### config.mk
export PLATFORM = sky130hd
export DESIGN_NAME = reg_file_mp
export DESIGN_NICKNAME = d
export VERILOG_FILES = /design/src/rtl/reg_file_mp.sv
export SDC_FILE = /design/constraint.sdc
export NUM_CORES = 1
export LEC_CHECK = 0
export ABC_AREA = 1
export CAP_MARGIN = 5
export CELL_PAD_IN_SITES_DETAIL_PLACEMENT = 0
export CELL_PAD_IN_SITES_GLOBAL_PLACEMENT = 2
export CORE_ASPECT_RATIO = 1.5
export CORE_MARGIN = 2
export CORE_UTILIZATION = 38
export CTS_BUF_LIST = sky130_fd_sc_hd__clkbuf_4 sky130_fd_sc_hd__clkbuf_8 sky130_fd_sc_hd__clkbuf_16
export DETAILED_ROUTE_END_ITERATION = 16
export PLACE_DENSITY = 0.82
export RECOVER_POWER = 25
export SLEW_MARGIN = 30
export SYNTH_ARGS = -nofsm -noshare
export SYNTH_HDL_FRONTEND = slang
export SYNTH_SLANG_ARGS = --single-unit
### constraint.sdc
create_clock -name clk -period 3.38 [get_ports clk]
set_clock_uncertainty 0.15 [all_clocks]
set_input_delay 0.507 -clock clk [delete_from_list [all_inputs] [get_ports clk]]
set_output_delay 0.507 -clock clk [all_outputs]
set_load 0.01 [all_outputs]
### src/rtl/reg_file_mp.sv
// Multi-port register file: two registered read ports, one write port, write-to-read
// bypass and a per-register busy scoreboard. Optional macro RF_ZERO_REG_EN hardwires reg[0] to zero.
module reg_file_mp #(
  parameter int Width = 16,
  parameter int Depth = 8,
  parameter int AddrW = 3
) (
  input  logic             clk,
  input  logic             rst,
  input  logic             read_enable0,
  input  logic [AddrW-1:0] read_addr0,
  output logic [Width-1:0] read_data0,
  output logic             read_valid0,
  output logic             read_busy0,
  input  logic             read_enable1,
  input  logic [AddrW-1:0] read_addr1,
  output logic [Width-1:0] read_data1,
  output logic             read_valid1,
  output logic             read_busy1,
  input  logic             write_enable,
  input  logic [AddrW-1:0] write_addr,
  input  logic [Width-1:0] write_data,
  input  logic             rsv_enable,
  input  logic [AddrW-1:0] rsv_addr
);

`ifdef RF_ZERO_REG_EN
  localparam bit ZeroReg = 1'b1;
`else
  localparam bit ZeroReg = 1'b0;
`endif

  logic [Width-1:0] regs [Depth];
  logic [Depth-1:0] busy;

  logic             write_ok;
  logic             rsv_ok;
  logic [Width-1:0] next_data0, next_data1;
  logic             next_busy0, next_busy1;

  assign write_ok = write_enable && !(ZeroReg && (write_addr == '0));
  assign rsv_ok   = rsv_enable && !(ZeroReg && (rsv_addr == '0));

  // Read value seen by each port: zero register, then bypass, then stored contents.
  always_comb begin
    next_data0 = regs[read_addr0];
    next_busy0 = busy[read_addr0];
    if (ZeroReg && (read_addr0 == '0)) begin
      next_data0 = '0;
      next_busy0 = 1'b0;
    end else if (write_enable && (write_addr == read_addr0)) begin
      next_data0 = write_data;
      next_busy0 = 1'b0;
    end
  end

  always_comb begin
    next_data1 = regs[read_addr1];
    next_busy1 = busy[read_addr1];
    if (ZeroReg && (read_addr1 == '0)) begin
      next_data1 = '0;
      next_busy1 = 1'b0;
    end else if (write_enable && (write_addr == read_addr1)) begin
      next_data1 = write_data;
      next_busy1 = 1'b0;
    end
  end

  always_ff @(posedge clk) begin
    if (rst) begin
      for (int i = 0; i < Depth; i++) regs[i] <= '0;
      busy        <= '0;
      read_data0  <= '0;
      read_valid0 <= 1'b0;
      read_busy0  <= 1'b0;
      read_data1  <= '0;
      read_valid1 <= 1'b0;
      read_busy1  <= 1'b0;
    end else begin
      if (write_ok) begin
        regs[write_addr] <= write_data;
        busy[write_addr] <= 1'b0;
      end
      // Reserve is applied last so it wins over a same-address write.
      if (rsv_ok) busy[rsv_addr] <= 1'b1;

      read_valid0 <= read_enable0;
      if (read_enable0) begin
        read_data0 <= next_data0;
        read_busy0 <= next_busy0;
      end
      read_valid1 <= read_enable1;
      if (read_enable1) begin
        read_data1 <= next_data1;
        read_busy1 <= next_busy1;
      end
    end
  end

endmodule
==> summary.md <==
| Metric | Value |
|---|---|
| Antenna diode count | 0 |
| Critical Path End Type | flop |
| Total GRT Usage | 0.275 |
| DP Worst Slack | 0.600 ns |
| Via/cell ratio | 5.49 |
| CTS Sinks | 172 |
| DR iter-0 viols | 1,090 |
| Routed Antenna Nets | 0 |
| Share of layout cells above drive strength 1 | 0.0977 |
| Syn nets | 1,163 |
| H-tree Lvls | 4 |
| PostCTS Resize Cnt | 0 |
| First-pass DRT Iterations | 6 |
| Critical Path, Cell by Cell | dlygate4sd3_1, nand2_1, nor3_1, clkinv_1, clkbuf_1, nor2_1 |
| PwrDens | 482 mW/mm^2 |
| Via count | 8,329 |
| Most frequent cells in the layout | nand2_1, nand3_1, nor2_1 |
| Top Metal Used | met4 |
| Most common cell after layout, fill and taps aside | nand2_1 |
| Outcome | finished, final reports clean |
| Max-cap viol count | 0 |
| Max incr delay on CP | 0.97 ns |
| RSZ-0062 raised after global routing | false |
| Setup TNS | 0 ns |
| Drt total wl | 33,900 um |
| Pin count of the biggest net entering global routing | 72 |
| Via count of the first global-routing pass | 7,892 |
| Final setup fails | 0 |
| HPWL after detailed placement | 21,900 um |
| CP Data Arrival Time | 2.63 ns |
| Non-filler instance count after layout | 1,517 |
| Type of the most critical hold path | flop to flop |
| Critical Path Fanout Max | 17 |
| IO Count | 70 |
| CP Buf/Inv Count | 3 |
| Clock latency on the worst-skew pair | 0.43 ns |
| Syn Area/Cell | 8.11 sq um |
| Worst EP required | 3.36 ns |
| Part of the Yosys area used for sequential elements | 0.516 |
| Cts hold-fix bufs | 0 |
| Routability congestion estimate | 0.887 |
| Hold Fails Final Rpt | 0 |
| Initial antenna violation count | 0 |
| Cell family with most CP delay | buffers and inverters |
| Die height | 194 um |
| Slowest CP cell | clkbuf_1 |
| Number of post-CTS setup repair buffers | 0 |
| DR WL met2 | 16,900 um |
| First-pass GRT wire length | 50,200 um |
| Critical path launch point type | input port |
| Row count | 69 |
| Die width | 131 um |
| Leakage | 4.24 nW |
| VDD IR max | 0.366 mV |
| Port bufs | 69 |
| Synthesis-to-layout area growth | 17.7% |
| Flops & latches, synth | 172 |
| Final Util | 0.456 |
| CTS tree | built |
| Final WS setup | 0.730 ns |
| Total die area | 0.0254 sq mm |
| CTS root buf | clkbuf_16 |
| Synthesized cell area | 0.00916 sq mm |
| DR DRC count | 0 |
| Fmax achieved | 377 MHz |
| Max Slew Vio Count | 0 |
| CTS Buffer Depth | 2 |
| Worst Setup Path Type | input port to flop |
| Distinct cells, synth | 27 |
| Cts bufs inserted | 17 |
| Net count, final | 1,219 |
| Share of the clock period used by the worst path | 0.784 |
| Slew @ Worst Pin | 1.33 ns |
| Grt ovf | 0 |
| Syn. warnings | 0 |
| Core area | 0.0237 sq mm |
| Dpl cells | 1,485 |
| Met1 Wirelength | 14,100 um |
| Slew margin rel. | 0.114 |
| Clk slew on worst S/H paths | 0.07 ns |
| Initial core utilization | 0.387 |
| Synth Instances | 1,129 |
| DR WL/cell | 22.3 um |
| Met3 wire len | 1800 um |
| Minimum clock period | 2.65 ns |
==> worst register-to-register path: stages (launching register included) <==
cell,delay [ns]
edfxtp_1,0.34
o21ai_0,0.08
o21ai_0,0.28
nand2_1,0.16
nand3_1,0.12
nand2_1,0.08
a21oi_1,0.11
==> power by group <==
part           internal [mW]  leakage [nW]  switching, mW
Sequential              2.40          1.59         0.0775
Combinational          0.284          2.38          0.529
Clock                   1.04         0.271          0.863
==> state kept, by name, summed over array words and instances (netlist names) <==
signal / cells
busy: 8
read_busy0: 1
read_busy1: 1
read_data0: 16
read_data1: 16
read_valid0: 1
read_valid1: 1
regs: 128
==> logic make-up after synthesis <==
group	synth area share
buffers and inverters	0.0612
xor gates and xnor gates	0.00601
AOI/OAI and AO/OA	0.0342
DFF	0.516
and+or+nand+nor	0.383
==> layout make-up <==
class / instances / area (sq um)
Clock buffer: 21 / 485
Clock inverter: 11 / 83.8
Fill cell: 2490 / 12900
Inverter: 43 / 161
Multi-Input combinational cell: 835 / 3870
Sequential cell: 172 / 4720
Tap cell: 319 / 399
Timing Repair Buffer: 116 / 1060
==> cell usage after synthesis <==
master | count | area share
nand2_1 | 325 | 0.13
nand3_1 | 238 | 0.13
nor2_1 | 138 | 0.057
edfxtp_1 | 128 | 0.42
dfxtp_1 | 44 | 0.096
buf_2 | 37 | 0.020
a21oi_1 | 36 | 0.020
nand4_1 | 32 | 0.022
clkinv_1 | 24 | 0.0098
clkbuf_1 | 22 | 0.0090
nand3_2 | 20 | 0.022
o21ai_0 | 18 | 0.0098
buf_1 | 10 | 0.0041
inv_2 | 10 | 0.0041
inv_1 | 9 | 0.0037
nand2_2 | 6 | 0.0041
buf_4 | 5 | 0.0041
buf_6 | 5 | 0.0061
nor3_1 | 4 | 0.0022
nor4_1 | 4 | 0.0027
o211ai_1 | 4 | 0.0033
nand3_4 | 2 | 0.0038
nor2_8 | 2 | 0.0044
o22ai_1 | 2 | 0.0014
xnor2_4 | 2 | 0.0060
nand2_4 | 1 | 0.0012
or2_2 | 1 | 0.00068
==> final timing paths <==
kind / from / to / slack [ns] / cells after the start
max reg2reg: regs[0][8] / read_data0[8] / 2.00 / 6
min reg2reg: read_data0[12] / read_data0[12] / 0.32 / 2
max: write_enable / regs[1][13] / 0.73 / 6
min: read_data0[12] / read_data0[12] / 0.32 / 2
==> through the flow <==
stage | hold slack (ns) | total power, mW | cell area (sq um)
detailed placement | 0.305 | 3.34 | 10200
floorplan | 0.317 | 2.98 | 9160
CTS | 0.316 | 5.21 | 10800
finish | 0.315 | 5.19 | 10800
global placement | 0.304 | 3.33 | 10200
global route | 0.332 | 5.39 | 10800
==> layer usage <==
layer	global-route usage	vias up
met4	0.104	0
met1	0.369	3990
li1	-	3952
met3	0.0359	54
met2	0.449	333
met5	0	-
Power figures use the tool's default switching activity.
==> patch 1, RTL diff (same settings) <==
`AddrW`: 3 -> 2.
--- a/src/rtl/reg_file_mp.sv
+++ b/src/rtl/reg_file_mp.sv
@@ -4,5 +4,5 @@
   parameter int Width = 16,
   parameter int Depth = 8,
-  parameter int AddrW = 3
+  parameter int AddrW = 2
 ) (
   input  logic             clk,
Interface: changed (resized read_addr0, read_addr1, rsv_addr and write_addr); port bits go from 70 to 66. No check against the original RTL was run, so the function may have changed too.
==> patch 1 against the unedited design <==
The flow now finishes with violations (max-capacitance violations, max-slew violations). Sequential cell count decreased by 68. Routed wire length decreased by 49%. First-iteration DRC count down 75%. Worst setup slack improved by 9.1 ps. Synthesized area decreased by 37%. Total power decreased by 41%. Design area shrank 36%. Largest cell class unchanged.
==> patch 1: results (changes against the unedited design) <==
global-route met2 utilization 38.6% (was 44.9%); Cell Area, Placed 0.00662 mm² (was 0.0102 mm²); synth top area cells edfxtp_1, nand2_1, dfxtp_1, nand3_1, nor2_1 (was edfxtp_1, nand2_1, nand3_1, dfxtp_1, nor2_1); gpl congestion 0.811 (was 0.887); Cells after Synth 813 (was 1129); Post-CTS Setup Bufs 0 (unchanged); LEAKAGE 3.41 nW (was 4.24 nW); later-pin clock latency in the skew report 340 ps (was 430 ps); met1 usage in global routing 29.1% (was 36.9%); H-tree depth 3 (was 4); layout cells sized above 1 5.05% (was 9.77%); post-route insts no fill 1070 (was 1517); clock buffer depth 2 (unchanged); Nets 896 (was 1219); status finished, violations left (was complete, no violations); register area share after synthesis 47.4% (was 51.6%); Crit Path Max Fanout 16 (was 17); number of global-route vias before repair 5017 (was 7892); maximum vdd drop 0.234 mV (was 0.366 mV); Iter 0 DRT Violations 268 (was 1090); Top Registers regs x64, read_data0 x16, read_data1 x16 (was regs x128, read_data0 x16, read_data1 x16); Worst-Margin Slew 1670 ps (was 1330 ps); Post-synth top cells nand2_1, nor2_1, inv_1 (was nand2_1, nand3_1, nor2_1); Yosys cell types 21 (was 27); post-DP HPWL 12800 µm (was 21900 µm); DP Worst Slack 636 ps (was 600 ps); number of buffers created by CTS 9 (was 17); fill count 1588 (was 2490); leading register cell type out of synthesis edfxtp_1 (unchanged); Cells after DPL 1054 (was 1485); Slew Viols, Final 39 (was 0); global-route usage over all layers 22.3% (was 27.5%); first-pass GRT wire length 27800 µm (was 50200 µm); post-synth net total 843 (was 1163); Avg Vias per Cell 4.79 (was 5.49); failing checks max-capacitance violations, max-slew violations; first-pass detailed-route iteration total 4 (was 6); max-cap check violation count 1 (was 0); met3 Usage GRT 2.61% (was 3.59%); IO buf count 65 (was 69); pin count of the biggest net entering global routing 39 (was 72); Post-synth EDFFs 64 (was 128); drt wl/cell 16.2 µm (was 22.3 µm); CP arrival 2550 ps (was 2630 ps)
==> patch 1: changes by cell type in the layout (fill, tap and decap cells not counted), moves of 9 or more <==
cell	unedited run	this run
clkbuf_16	18	9
clkdlybuf4s50_1	65	46
nand3_2	20	0
buf_4	36	17
inv_1	9	123
edfxtp_1	128	64
a21oi_1	36	2
nand3_1	238	107
nand2_1	326	247
dlygate4sd3_1	2	19
o21ai_0	18	2
clkinv_1	24	5
==> patch 1: power by group <==
group	total [mW]	switching [mW]	internal, mW
registers	1.47	0.0308	1.44
clock network	1.01	0.468	0.538
logic	0.576	0.362	0.213
==> patch 1: cell type report <==
cell class	count	area [µm²]	share of cell area [%]
Clock buffer	12	254	3.69
Timing Repair Buffer	88	833	12.1
Sequential cell	104	2720	39.5
Multi-Input combinational cell	532	2310	33.5
Clock inverter	4	27.5	0.400
Tap cell	199	249	3.62
Inverter	131	492	7.14
==> patch 1: cells by family (layout without fill, tap and decap cells) <==
| logic type | count (synthesis) | count (layout) | share of synthesized area [%] |
|---|---|---|---|
| xor gates and xnor gates | 2 | 2 | 0.958 |
| buffers and inverters | 177 | 235 | 12.4 |
| DFF | 104 | 104 | 47.4 |
| AOI/OAI and AO/OA | 6 | 6 | 0.654 |
| and+or+nand+nor | 524 | 524 | 38.6 |
==> patch 1: path summary, 6_finish.rpt <==
path	slack, ps	depth (start not counted)	endpoint	start
worst max-delay path	740	7	regs[1][6]	rst
worst min-delay path	310	2	read_busy0	read_busy0
worst max register to register	2120	8	read_data0[3]	regs[2][3]
worst min register to register	310	2	read_busy0	read_busy0
==> patch 1: per-layer routing <==
metal | vias to the layer above | part of all wire, % | wire (µm)
met1 | 2338 | 44 | 7710
met5 | - | 0 | 0
met3 | 20 | 3.9 | 684
li1 | 2635 | - | -
met2 | 127 | 50 | 8740
met4 | 0 | 1.4 | 251
==> patch 1: critical path: stages <==
cell and delay (ps):
dlygate4sd3_1 560, inv_1 160, nand2_1 180, clkinv_1 100, nand3_1 100, clkbuf_1 820
nor2_1 110
==> patch 2, RTL diff (same settings) <==
Without the edit above. Add an input register stage for `write_data`, with the module's reset; this delays it by one clock. The other inputs are not delayed to match.
--- a/src/rtl/reg_file_mp.sv
+++ b/src/rtl/reg_file_mp.sv
@@ -25,4 +25,14 @@
 );
 
+  logic [Width-1:0] write_data_q;
+
+  always_ff @(posedge clk) begin
+    if (rst) begin
+      write_data_q <= '0;
+    end else begin
+      write_data_q <= write_data;
+    end
+  end
+
 `ifdef RF_ZERO_REG_EN
   localparam bit ZeroReg = 1'b1;
@@ -50,5 +60,5 @@
       next_busy0 = 1'b0;
     end else if (write_enable && (write_addr == read_addr0)) begin
-      next_data0 = write_data;
+      next_data0 = write_data_q;
       next_busy0 = 1'b0;
     end
@@ -62,5 +72,5 @@
       next_busy1 = 1'b0;
     end else if (write_enable && (write_addr == read_addr1)) begin
-      next_data1 = write_data;
+      next_data1 = write_data_q;
       next_busy1 = 1'b0;
     end
@@ -79,5 +89,5 @@
     end else begin
       if (write_ok) begin
-        regs[write_addr] <= write_data;
+        regs[write_addr] <= write_data_q;
         busy[write_addr] <= 1'b0;
       end
Behaviour: not the same (Yosys sat finds a counterexample within 4 cycles, from zero or initial values and one cycle with rst high).
==> patch 2 against the unedited design <==
Non-clock buffer count shrank 3. Register-to-register slack lost 190 ps. Design area grew 4.1%. Largest power group unchanged. Worst setup slack lost 140 ps. Synthesized area grew 4.2%. Largest cell class unchanged. Clock power grew 10%. Total power grew 5.2%. Sequential cell count grew 16. Sequential share of layout area grew 1.1 points. Synthesized cell count grew 4.3%. Routed wire length grew 10%. Critical path depth shrank 1. Hold slack gained 1.3 ps.
==> patch 2: results (changes against the unedited design) <==
DR WL met3 1800 µm (about the same); Cell Area, Placed 0.0106 mm² (was 0.0102 mm²); LEAKAGE 4.39 nW (was 4.24 nW); met3 Usage GRT 3.38% (was 3.59%); Sequential Power Share 47.5% (was 47.7%); Slowest cell on crit path clkinv_1 (was clkbuf_1); Post-synth EDFFs 128 (unchanged); number of global-route vias before repair 8384 (was 7892); CP arrival 2940 ps (was 2630 ps); later-pin clock latency in the skew report 450 ps (was 430 ps); fill count 2483 (was 2490); Post-Route WL 37400 µm (was 33900 µm); Yosys cell types 26 (was 27); Switch Pwr 1.51 mW (was 1.47 mW); global-route usage over all layers 28.7% (was 27.5%); register area share after synthesis 52.9% (was 51.6%); DP Worst Slack 317 ps (was 600 ps); Register Area 0.00504 mm² (was 0.00472 mm²); Inserted Diodes 0 (unchanged); non-clk buf share 9.08% (was 9.81%); Crit Path Max Fanout 19 (was 17); post-DP HPWL 24900 µm (was 21900 µm); multi-input gates 848 (was 835); Iter 0 DRT Violations 829 (was 1090); status complete, no violations (unchanged); synth top area cells edfxtp_1, nand2_1, dfxtp_1, nand3_1, nor2_1 (was edfxtp_1, nand2_1, nand3_1, dfxtp_1, nor2_1); CP Launch Point read_enable0 (was write_enable); global-route met2 utilization 51.6% (was 44.9%); WL met1 14200 µm (was 14100 µm); drt wl/cell 23.8 µm (was 22.3 µm); comb pwr 0.775 mW (was 0.813 mW); sequential share of cell area 45.0% (was 43.8%); area of the multi-input gates 0.00391 mm² (was 0.00387 mm²); reg2reg end read_data0[14] (was read_data0[8]); gpl congestion 0.888 (was 0.887); layout cells sized above 1 9.02% (was 9.77%); n_taps 328 (was 319); Synth Area in Compound Gates 3.25% (was 3.42%); Post-CTS Setup Bufs 0 (unchanged); post-synth net total 1212 (was 1163); first-pass GRT wire length 54400 µm (was 50200 µm); xor-xnor portion of the synthesized cell area 0.577% (was 0.601%); crit path setup slack, layout 591 ps (was 730 ps); # clock sinks 188 (was 172); Mean Syn Cell Area 8.10 µm² (was 8.11 µm²); inverters 61 (was 43); r2r setup slk 1810 ps (was 2000 ps); Post-synth top cells nand2_1, nand3_1, nor2_1 (unchanged); Non-Clock Buffer Count 113 (was 116); Met2 Wirelength 19300 µm (was 16900 µm); crit path to read_data0[7] (was regs[1][13]); R2R cell count 4 (was 6); critical path's largest stage delay 870 ps (was 970 ps); Worst-Margin Slew 1360 ps (was 1330 ps); via count of the routed design 8680 (was 8329); Cells after DPL 1538 (was 1485); Clock-cell share 5.42% (was 5.28%); Nets 1263 (was 1219)
-- patch 2: cell count changes after synthesis, sizes merged --
cell	before	now
nor2	140	152
buf	57	46
nand3	260	258
nand2	332	335
nand4	32	33
o22ai	2	4
dfxtp	44	60
a21oi	36	37
clkinv	24	25
clkbuf	22	35
inv	19	36
o21ai	18	14
-- patch 2: critical path: cells and delay by family --
family | cells | cell delay [ps]
compound gates | 1 | 80
buf+inv | 3 | 2120
simple gates | 1 | 230
-- patch 2: worst min-delay path by stage --
stage,from,endpoint,slack [ps],cells past startpoint
3_5_place_dp,read_busy1,read_busy1,310,2
4_1_cts,read_busy1,read_busy1,320,2
2_1_floorplan,busy[0],busy[0],310,2
5_1_grt,read_data1[2],read_data1[2],330,2
6_report,read_data1[15],read_data1[15],320,2
3_3_place_gp,read_busy1,read_busy1,300,2
-- patch 2: cell families after synthesis --
group                     count (synthesis)
and+or+nand+nor                         787
DFF                                     188
buffers and inverters                   142
xor gates and xnor gates                  2
AOI/OAI and AO/OA                        59
